`src/rtl/freq_meter_if.sv`:
```
// Control/result bundle for freq_meter. The optional mode signal exists only
// when FREQ_METER_PERIOD_EN is defined.
interface freq_meter_if #(
  parameter int CNT_WIDTH = 32
);
  // start is a level request taken only while the meter is idle; there is no
  // ready, and a request seen in any other state is dropped. done is a one-cycle
  // strobe; count/overflow are valid with it and hold until the next done.
  logic                 start;
`ifdef FREQ_METER_PERIOD_EN
  logic                 mode;
`endif
  logic                 busy;
  logic                 done;
  logic [CNT_WIDTH-1:0] count;
  logic                 overflow;

`ifdef FREQ_METER_PERIOD_EN
  modport master (output start, output mode, input busy, input done, input count, input overflow);
  modport slave  (input start, input mode, output busy, output done, output count, output overflow);
`else
  modport master (output start, input busy, input done, input count, input overflow);
  modport slave  (input start, output busy, output done, output count, output overflow);
`endif
endinterface

```
`src/rtl/freq_meter.sv`:
```
// Gated edge counter measuring sig_in against clk_in over GATE_CYCLES cycles.
// FREQ_METER_PERIOD_EN adds an edge-to-edge period mode selected by bus.mode.
module freq_meter #(
  parameter int GATE_CYCLES = 50_000_000,
  parameter int CNT_WIDTH   = 32
) (
  input  logic         clk_in,
  input  logic         reset,
  input  logic         sig_in,
  freq_meter_if.slave  bus,
  output logic [2:0]   fsm_state
);

  localparam int GW = $clog2(GATE_CYCLES);
  localparam logic [GW-1:0]        GATE_LAST = GW'(GATE_CYCLES - 1);
  localparam logic [GW-1:0]        GATE_ONE  = 1;
  localparam logic [CNT_WIDTH-1:0] CNT_ONE   = 1;

  typedef enum logic [2:0] {
    S_IDLE      = 3'd0,
    S_GATE      = 3'd1,
    S_DONE      = 3'd2,
    S_WAIT_EDGE = 3'd3,
    S_PERIOD    = 3'd4
  } state_t;

  state_t               state, state_next;
  logic                 s1, s2, d;
  logic                 rise;
  logic [GW-1:0]        gate_cnt;
  logic [CNT_WIDTH-1:0] edge_cnt;
  logic                 ovf_flag;
  logic                 gate_last;
  logic                 cnt_sat;

  assign rise      = s2 & ~d;
  assign gate_last = (gate_cnt == GATE_LAST);
  assign cnt_sat   = &edge_cnt;
  assign fsm_state = state;

  always_comb begin
    state_next = state;
    case (state)
      S_IDLE: begin
        if (bus.start) begin
`ifdef FREQ_METER_PERIOD_EN
          state_next = bus.mode ? S_WAIT_EDGE : S_GATE;
`else
          state_next = S_GATE;
`endif
        end
      end
      S_GATE: if (gate_last) state_next = S_DONE;
`ifdef FREQ_METER_PERIOD_EN
      S_WAIT_EDGE: begin
        if (gate_last)  state_next = S_DONE;
        else if (rise)  state_next = S_PERIOD;
      end
      // A closing edge in the last timeout cycle still completes the period.
      S_PERIOD: if (rise || gate_last) state_next = S_DONE;
`endif
      S_DONE:  state_next = S_IDLE;
      default: state_next = S_IDLE;
    endcase
  end

  always_ff @(posedge clk_in) begin
    if (reset) begin
      state        <= S_IDLE;
      s1           <= 1'b0;
      s2           <= 1'b0;
      d            <= 1'b0;
      gate_cnt     <= '0;
      edge_cnt     <= '0;
      ovf_flag     <= 1'b0;
      bus.busy     <= 1'b0;
      bus.done     <= 1'b0;
      bus.count    <= '0;
      bus.overflow <= 1'b0;
    end else begin
      s1    <= sig_in;
      s2    <= s1;
      d     <= s2;
      state <= state_next;

      // Outputs are registered, so they trail the state by one cycle.
      bus.busy <= (state != S_IDLE);
      bus.done <= (state == S_DONE);
      if (state == S_DONE) begin
        bus.count    <= edge_cnt;
        bus.overflow <= ovf_flag;
      end

      case (state)
        S_IDLE: begin
          if (bus.start) begin
            gate_cnt <= '0;
            edge_cnt <= '0;
            ovf_flag <= 1'b0;
          end
        end
        S_GATE: begin
          gate_cnt <= gate_cnt + GATE_ONE;
          if (rise) begin
            if (cnt_sat) ovf_flag <= 1'b1;
            else         edge_cnt <= edge_cnt + CNT_ONE;
          end
        end
`ifdef FREQ_METER_PERIOD_EN
        S_WAIT_EDGE: begin
          gate_cnt <= gate_cnt + GATE_ONE;
          if (gate_last) begin
            edge_cnt <= '0;
            ovf_flag <= 1'b1;
          end
        end
        S_PERIOD: begin
          gate_cnt <= gate_cnt + GATE_ONE;
          if (!rise && gate_last) begin
            edge_cnt <= '0;
            ovf_flag <= 1'b1;
          end else if (cnt_sat) begin
            ovf_flag <= 1'b1;
          end else begin
            edge_cnt <= edge_cnt + CNT_ONE;
          end
        end
`endif
        default: ;
      endcase
    end
  end

endmodule

```
`src/flat_wrapper.sv`:
```
// flat-port wrapper written by rule: the top's interface ports become plain ports
module freq_meter_flat 
#(
  parameter int GATE_CYCLES = 50_000_000,
  parameter int CNT_WIDTH   = 32
)
  (clk_in, reset, sig_in, fsm_state, bus_start, bus_busy, bus_done, bus_count, bus_overflow);
  freq_meter_if #(.CNT_WIDTH(CNT_WIDTH)) bus_i ();
  input  logic clk_in;
  input  logic reset;
  input  logic sig_in;
  output logic [2:0] fsm_state;
  input wire logic [$bits(bus_i.start)-1:0] bus_start;
  output wire logic [$bits(bus_i.busy)-1:0] bus_busy;
  output wire logic [$bits(bus_i.done)-1:0] bus_done;
  output wire logic [$bits(bus_i.count)-1:0] bus_count;
  output wire logic [$bits(bus_i.overflow)-1:0] bus_overflow;
  assign bus_i.start = bus_start;
  assign bus_busy = bus_i.busy;
  assign bus_done = bus_i.done;
  assign bus_count = bus_i.count;
  assign bus_overflow = bus_i.overflow;
  freq_meter #(.GATE_CYCLES(GATE_CYCLES), .CNT_WIDTH(CNT_WIDTH)) u_core (.clk_in(clk_in), .reset(reset), .sig_in(sig_in), .bus(bus_i), .fsm_state(fsm_state));
endmodule
```
`config.mk`:
```
export PLATFORM = sky130hd
export DESIGN_NAME = freq_meter_flat
export DESIGN_NICKNAME = d
export VERILOG_FILES = /design/src/rtl/freq_meter_if.sv /design/src/rtl/freq_meter.sv /design/src/flat_wrapper.sv
export SDC_FILE = /design/constraint.sdc
export NUM_CORES = 1
export LEC_CHECK = 0
export CAP_MARGIN = 15
export CORE_AREA = 8 8 115 117
export CTS_BUF_LIST = sky130_fd_sc_hd__clkbuf_16
export CTS_CLUSTER_SIZE = 30
export DETAILED_ROUTE_END_ITERATION = 6
export DIE_AREA = 0 0 123 125
export GPL_TIMING_DRIVEN = 0
export PLACE_DENSITY = 0.58
export SYNTH_ARGS = -nofsm -noshare
export SYNTH_HDL_FRONTEND = slang
export SYNTH_SLANG_ARGS = --single-unit
```
`constraint.sdc`:
```
create_clock -name clk_in -period 2.74 [get_ports clk_in]
set_input_delay 0.548 -clock clk_in [delete_from_list [all_inputs] [get_ports clk_in]]
set_output_delay 0.548 -clock clk_in [all_outputs]
set_load 0.005 [all_outputs]
```
==> summary.md <==
| Metric | Value |
|---|---|
| Power per standard cell area | `497.3 mW/mm^2` |
| Worst Tran Pin Value | `656.2 ps` |
| Final hold violation count | `0` |
| Buf+Inv Stages, Crit Path | `1` |
| Site Rows | `40` |
| Outcome | `finished clean` |
| H-Tree Depth | `3` |
| Worst-path maximum fanout | `10` |
| Syn Nets | `579` |
| Grt ovf | `0` |
| Internal power | `2.081 mW` |
| Post-layout util | `47.37%` |
| Via-per-instance ratio | `5.755` |
| Hold_sp | `u_core.s1` |
| Max frequency | `383.0 MHz` |
| Syn. warnings | `0` |
| Top Metal Used | `met4` |
| Clk_skew | `6.985 ps` |
| Worst Path Required | `2970 ps` |
| WL met3 | `762 um` |
| Crit. End Element | `flip-flop` |
| Die span in y | `125 um` |
| Yosys cell types | `61` |
| HP Class | `reg -> reg` |
| Nets | `630` |
| Slew Viols, Final | `0` |
| N_diodes | `0` |
| Routability cong. | `0.8753` |
| Post-synth EDFFs | `0` |
| Async SR Flop Fraction | `0%` |
| Comb power frac | `4.8%` |
| Seq/Total Area, Yosys | `42.57%` |
| Syn Inst Count | `573` |
| CP max stage delay | `590 ps` |
| Via count | `4466` |
| Pin count of the biggest net entering global routing | `16` |
| Synthesis-to-layout area growth | `18.14%` |
| 1st-pass router iterations | `4` |
| Crit path DAT | `2840 ps` |
| Core ar. | `0.01161 sq mm` |
| Num CTS Buffers | `9` |
| RSZ-0062 raised after global routing | `false` |
| Clk_lat worst skew | `350 ps` |
| Final Non-Filler Cells | `776` |
| Final antenna-violating net count | `0` |
| Reg2Reg Setup Slack | `130 ps` |
| Final Cycle Share | `95.28%` |
| Share of layout cells above drive strength 1 | `7.472%` |
| Mean routed wirelength per cell | `17.25 um` |
| Wire length on met1 | `5.879 mm` |
| Initial Util | `40.10%` |
| Avg Cell Area, Syn | `8.125 sq um` |
| Most Frequent Cell on Critical Path | `nand4_2` |
| Initial antenna violation count | `0` |
| CP Class | `reg -> reg` |
| Hold EP | `u_core.s2` |
| Rel. slew slack | `55.93%` |
| Startpoint Class | `flip-flop` |
| Met2 WL | `6.366 mm` |
| Clk pin slew, worst setup/hold paths | `70 ps` |
| Net Sw Frac | `23.91%` |
| Family with the most delay on the worst path | `simple AND/OR/NAND/NOR gates` |
| Full die area | `0.01538 sq mm` |
| Buffers on Ports | `40` |
| CTS Buffer Depth | `2` |
| Global-route wire length before repair | `21.76 mm` |
| R2r endpoint | `u_core.edge_cnt[11]` |
| MaxCap Viol Count | `0` |
| Synthesis-stage register bit count | `99` |
| Slowest CP cell | `nor4_4` |
| Dpl hpwl | `9.756 mm` |
| Minimum clock period | `2611 ps` |
| Most frequent cells in the layout | `108 x nand2_1, 99 x dfxtp_1, 60 x a21oi_1, 40 x clkdlybuf4s50_1, 33 x nand3_1` |
| Clock power share | `42.0%` |
| DRC | `0` |
| Post-CTS Hold Buffers | `0` |
| Initial DRC count | `221` |
| Total power draw | `2.735 mW` |
| Fin area | `0.005500 sq mm` |
| Final setup viols | `0` |
| Placed inst area | `0.005240 sq mm` |
| Reg power frac | `53.1%` |
| Placed Instances | `760` |
| Root Driver | `clkbuf_16` |
| Syn Std Cell Area | `0.004656 sq mm` |
| Final worst slack | `129.2 ps` |
| Setup tns final | `0 ps` |
| Worst flop-to-flop path startpoint | `u_core.edge_cnt[0]` |
| WHS Path Cells | `1` |
| Leakage | `1.793 nW` |
| Main synth FF type | `dfxtp_1` |
| CTS tree | `done` |
| Total wire length | `13.39 mm` |
| Reg2reg path depth | `7` |
| GR Util All Layers | `17.76%` |
| VDD IR max | `284.4 uV` |
| Most common cell after layout, fill and taps aside | `nand2_1` |
| WHS | `437.5 ps` |
| Crit-path cells | `ha_1 -> nand4_2 -> nor4_4 -> nand4_2 -> buf_2 -> a41oi_1 -> a31oi_1` |
| Clock Sinks | `99` |
| Dpl ws | `-139.7 ps` |
| Boundary pin count | `42` |
| Filler cell count | `1180` |
| Chip width | `123 um` |
| Vias in the first global route | `4224` |
| Switching Power | `0.6539 mW` |
## state kept, by name (all words and copies together), names as in the netlist
name and count:
u_core.ovf_flag 1, u_core.d 1, u_core.s2 1, u_core.fsm_state 2, u_core.bus.busy 1, u_core.edge_cnt 32, u_core.bus.done 1, u_core.gate_cnt 26
u_core.bus.count 32, u_core.s1 1, u_core.bus.overflow 1
## synth_stat cells, drive strengths merged (2+ instances only)
cell	number	area share, %
a211oi	3	0.59
a21o	5	0.81
a21oi	61	6.6
a31o	2	0.38
a31oi	15	2.0
a41oi	6	1.1
and2	6	0.81
and3	10	1.4
and4	4	0.75
buf	12	1.5
clkbuf	26	2.1
dfxtp	99	43
ha	2	0.54
inv	7	0.56
mux2	7	1.7
nand2	108	8.7
nand2b	3	0.40
nand3	36	4.2
nand4	17	2.6
nor2	29	2.3
nor2b	6	0.81
nor3	9	1.2
nor3b	3	0.73
nor4	7	1.4
o211ai	11	1.8
o21ai	14	1.5
o311ai	6	1.1
o31a	2	0.38
o31ai	16	2.6
o41ai	2	0.38
or3	9	1.2
or4	14	2.3
xor2	2	0.38
## logic make-up after synthesis
| logic type | count (synthesis) | share of synthesized area [%] |
|---|---|---|
| and+or+nand+nor | 268 | 30.29 |
| AOI/OAI and AO/OA | 148 | 20.26 |
| DFF | 99 | 42.57 |
| buffers and inverters | 46 | 4.192 |
| muxes | 7 | 1.693 |
| adders and majority gates | 2 | 0.5374 |
| xor gates and xnor gates | 2 | 0.3763 |
| other | 1 | 0.08055 |
## worst register-to-register path: stages, from the launching register on
cell,delay (ps)
dfxtp_1,430
ha_1,330
nand4_2,180
nor4_4,590
nand4_2,360
buf_2,310
a41oi_1,230
a31oi_1,60
## final cells by class
type	count	area (sq um)	area share, %
multi-input cells	428	2479	45.06
flip-flops and latches	99	1982	36.03
repair buffers	40	400.4	7.279
clock buffers	9	225.2	4.095
well taps	147	183.9	3.344
plain buffers	38	165.2	3.003
clock inverters	7	35.03	0.6369
inverters	8	30.03	0.5460
## how the worst max path moves through the flow
stage,from,endpoint,slack (ps),cells past startpoint
global placement,reset,u_core.gate_cnt[13],-180,5
floorplan,u_core.edge_cnt[0],u_core.edge_cnt[11],680,7
finish,u_core.edge_cnt[0],u_core.edge_cnt[11],130,7
detailed placement,reset,u_core.gate_cnt[10],-140,5
global route,u_core.edge_cnt[0],u_core.edge_cnt[5],0.9,7
CTS,u_core.edge_cnt[0],u_core.edge_cnt[11],120,7
## timing repair
item	CTS	global route
hold endpoints to repair	0	0
setup endpoints to repair	0	6
gates resized for setup	0	0
buffers inserted	0	0
## power groups by stage
| stage | clock (mW) | combinational [mW] | sequential [mW] |
|---|---|---|---|
| 2_1_floorplan | 0 | 0.0772 | 1.48 |
| 3_3_place_gp | 0 | 0.133 | 1.49 |
| 3_5_place_dp | 0 | 0.132 | 1.49 |
| 4_1_cts | 1.18 | 0.132 | 1.45 |
| 5_1_grt | 1.24 | 0.144 | 1.45 |
| 6_report | 1.15 | 0.132 | 1.45 |
## routing by layer
layer | vias up | track usage, %
met5 | - | 0
met4 | 0 | 9.072
met3 | 24 | 3.015
met2 | 124 | 28.58
met1 | 2106 | 22.21
li1 | 2212 | -
No activity file was read; power rests on OpenSTA's default activity.
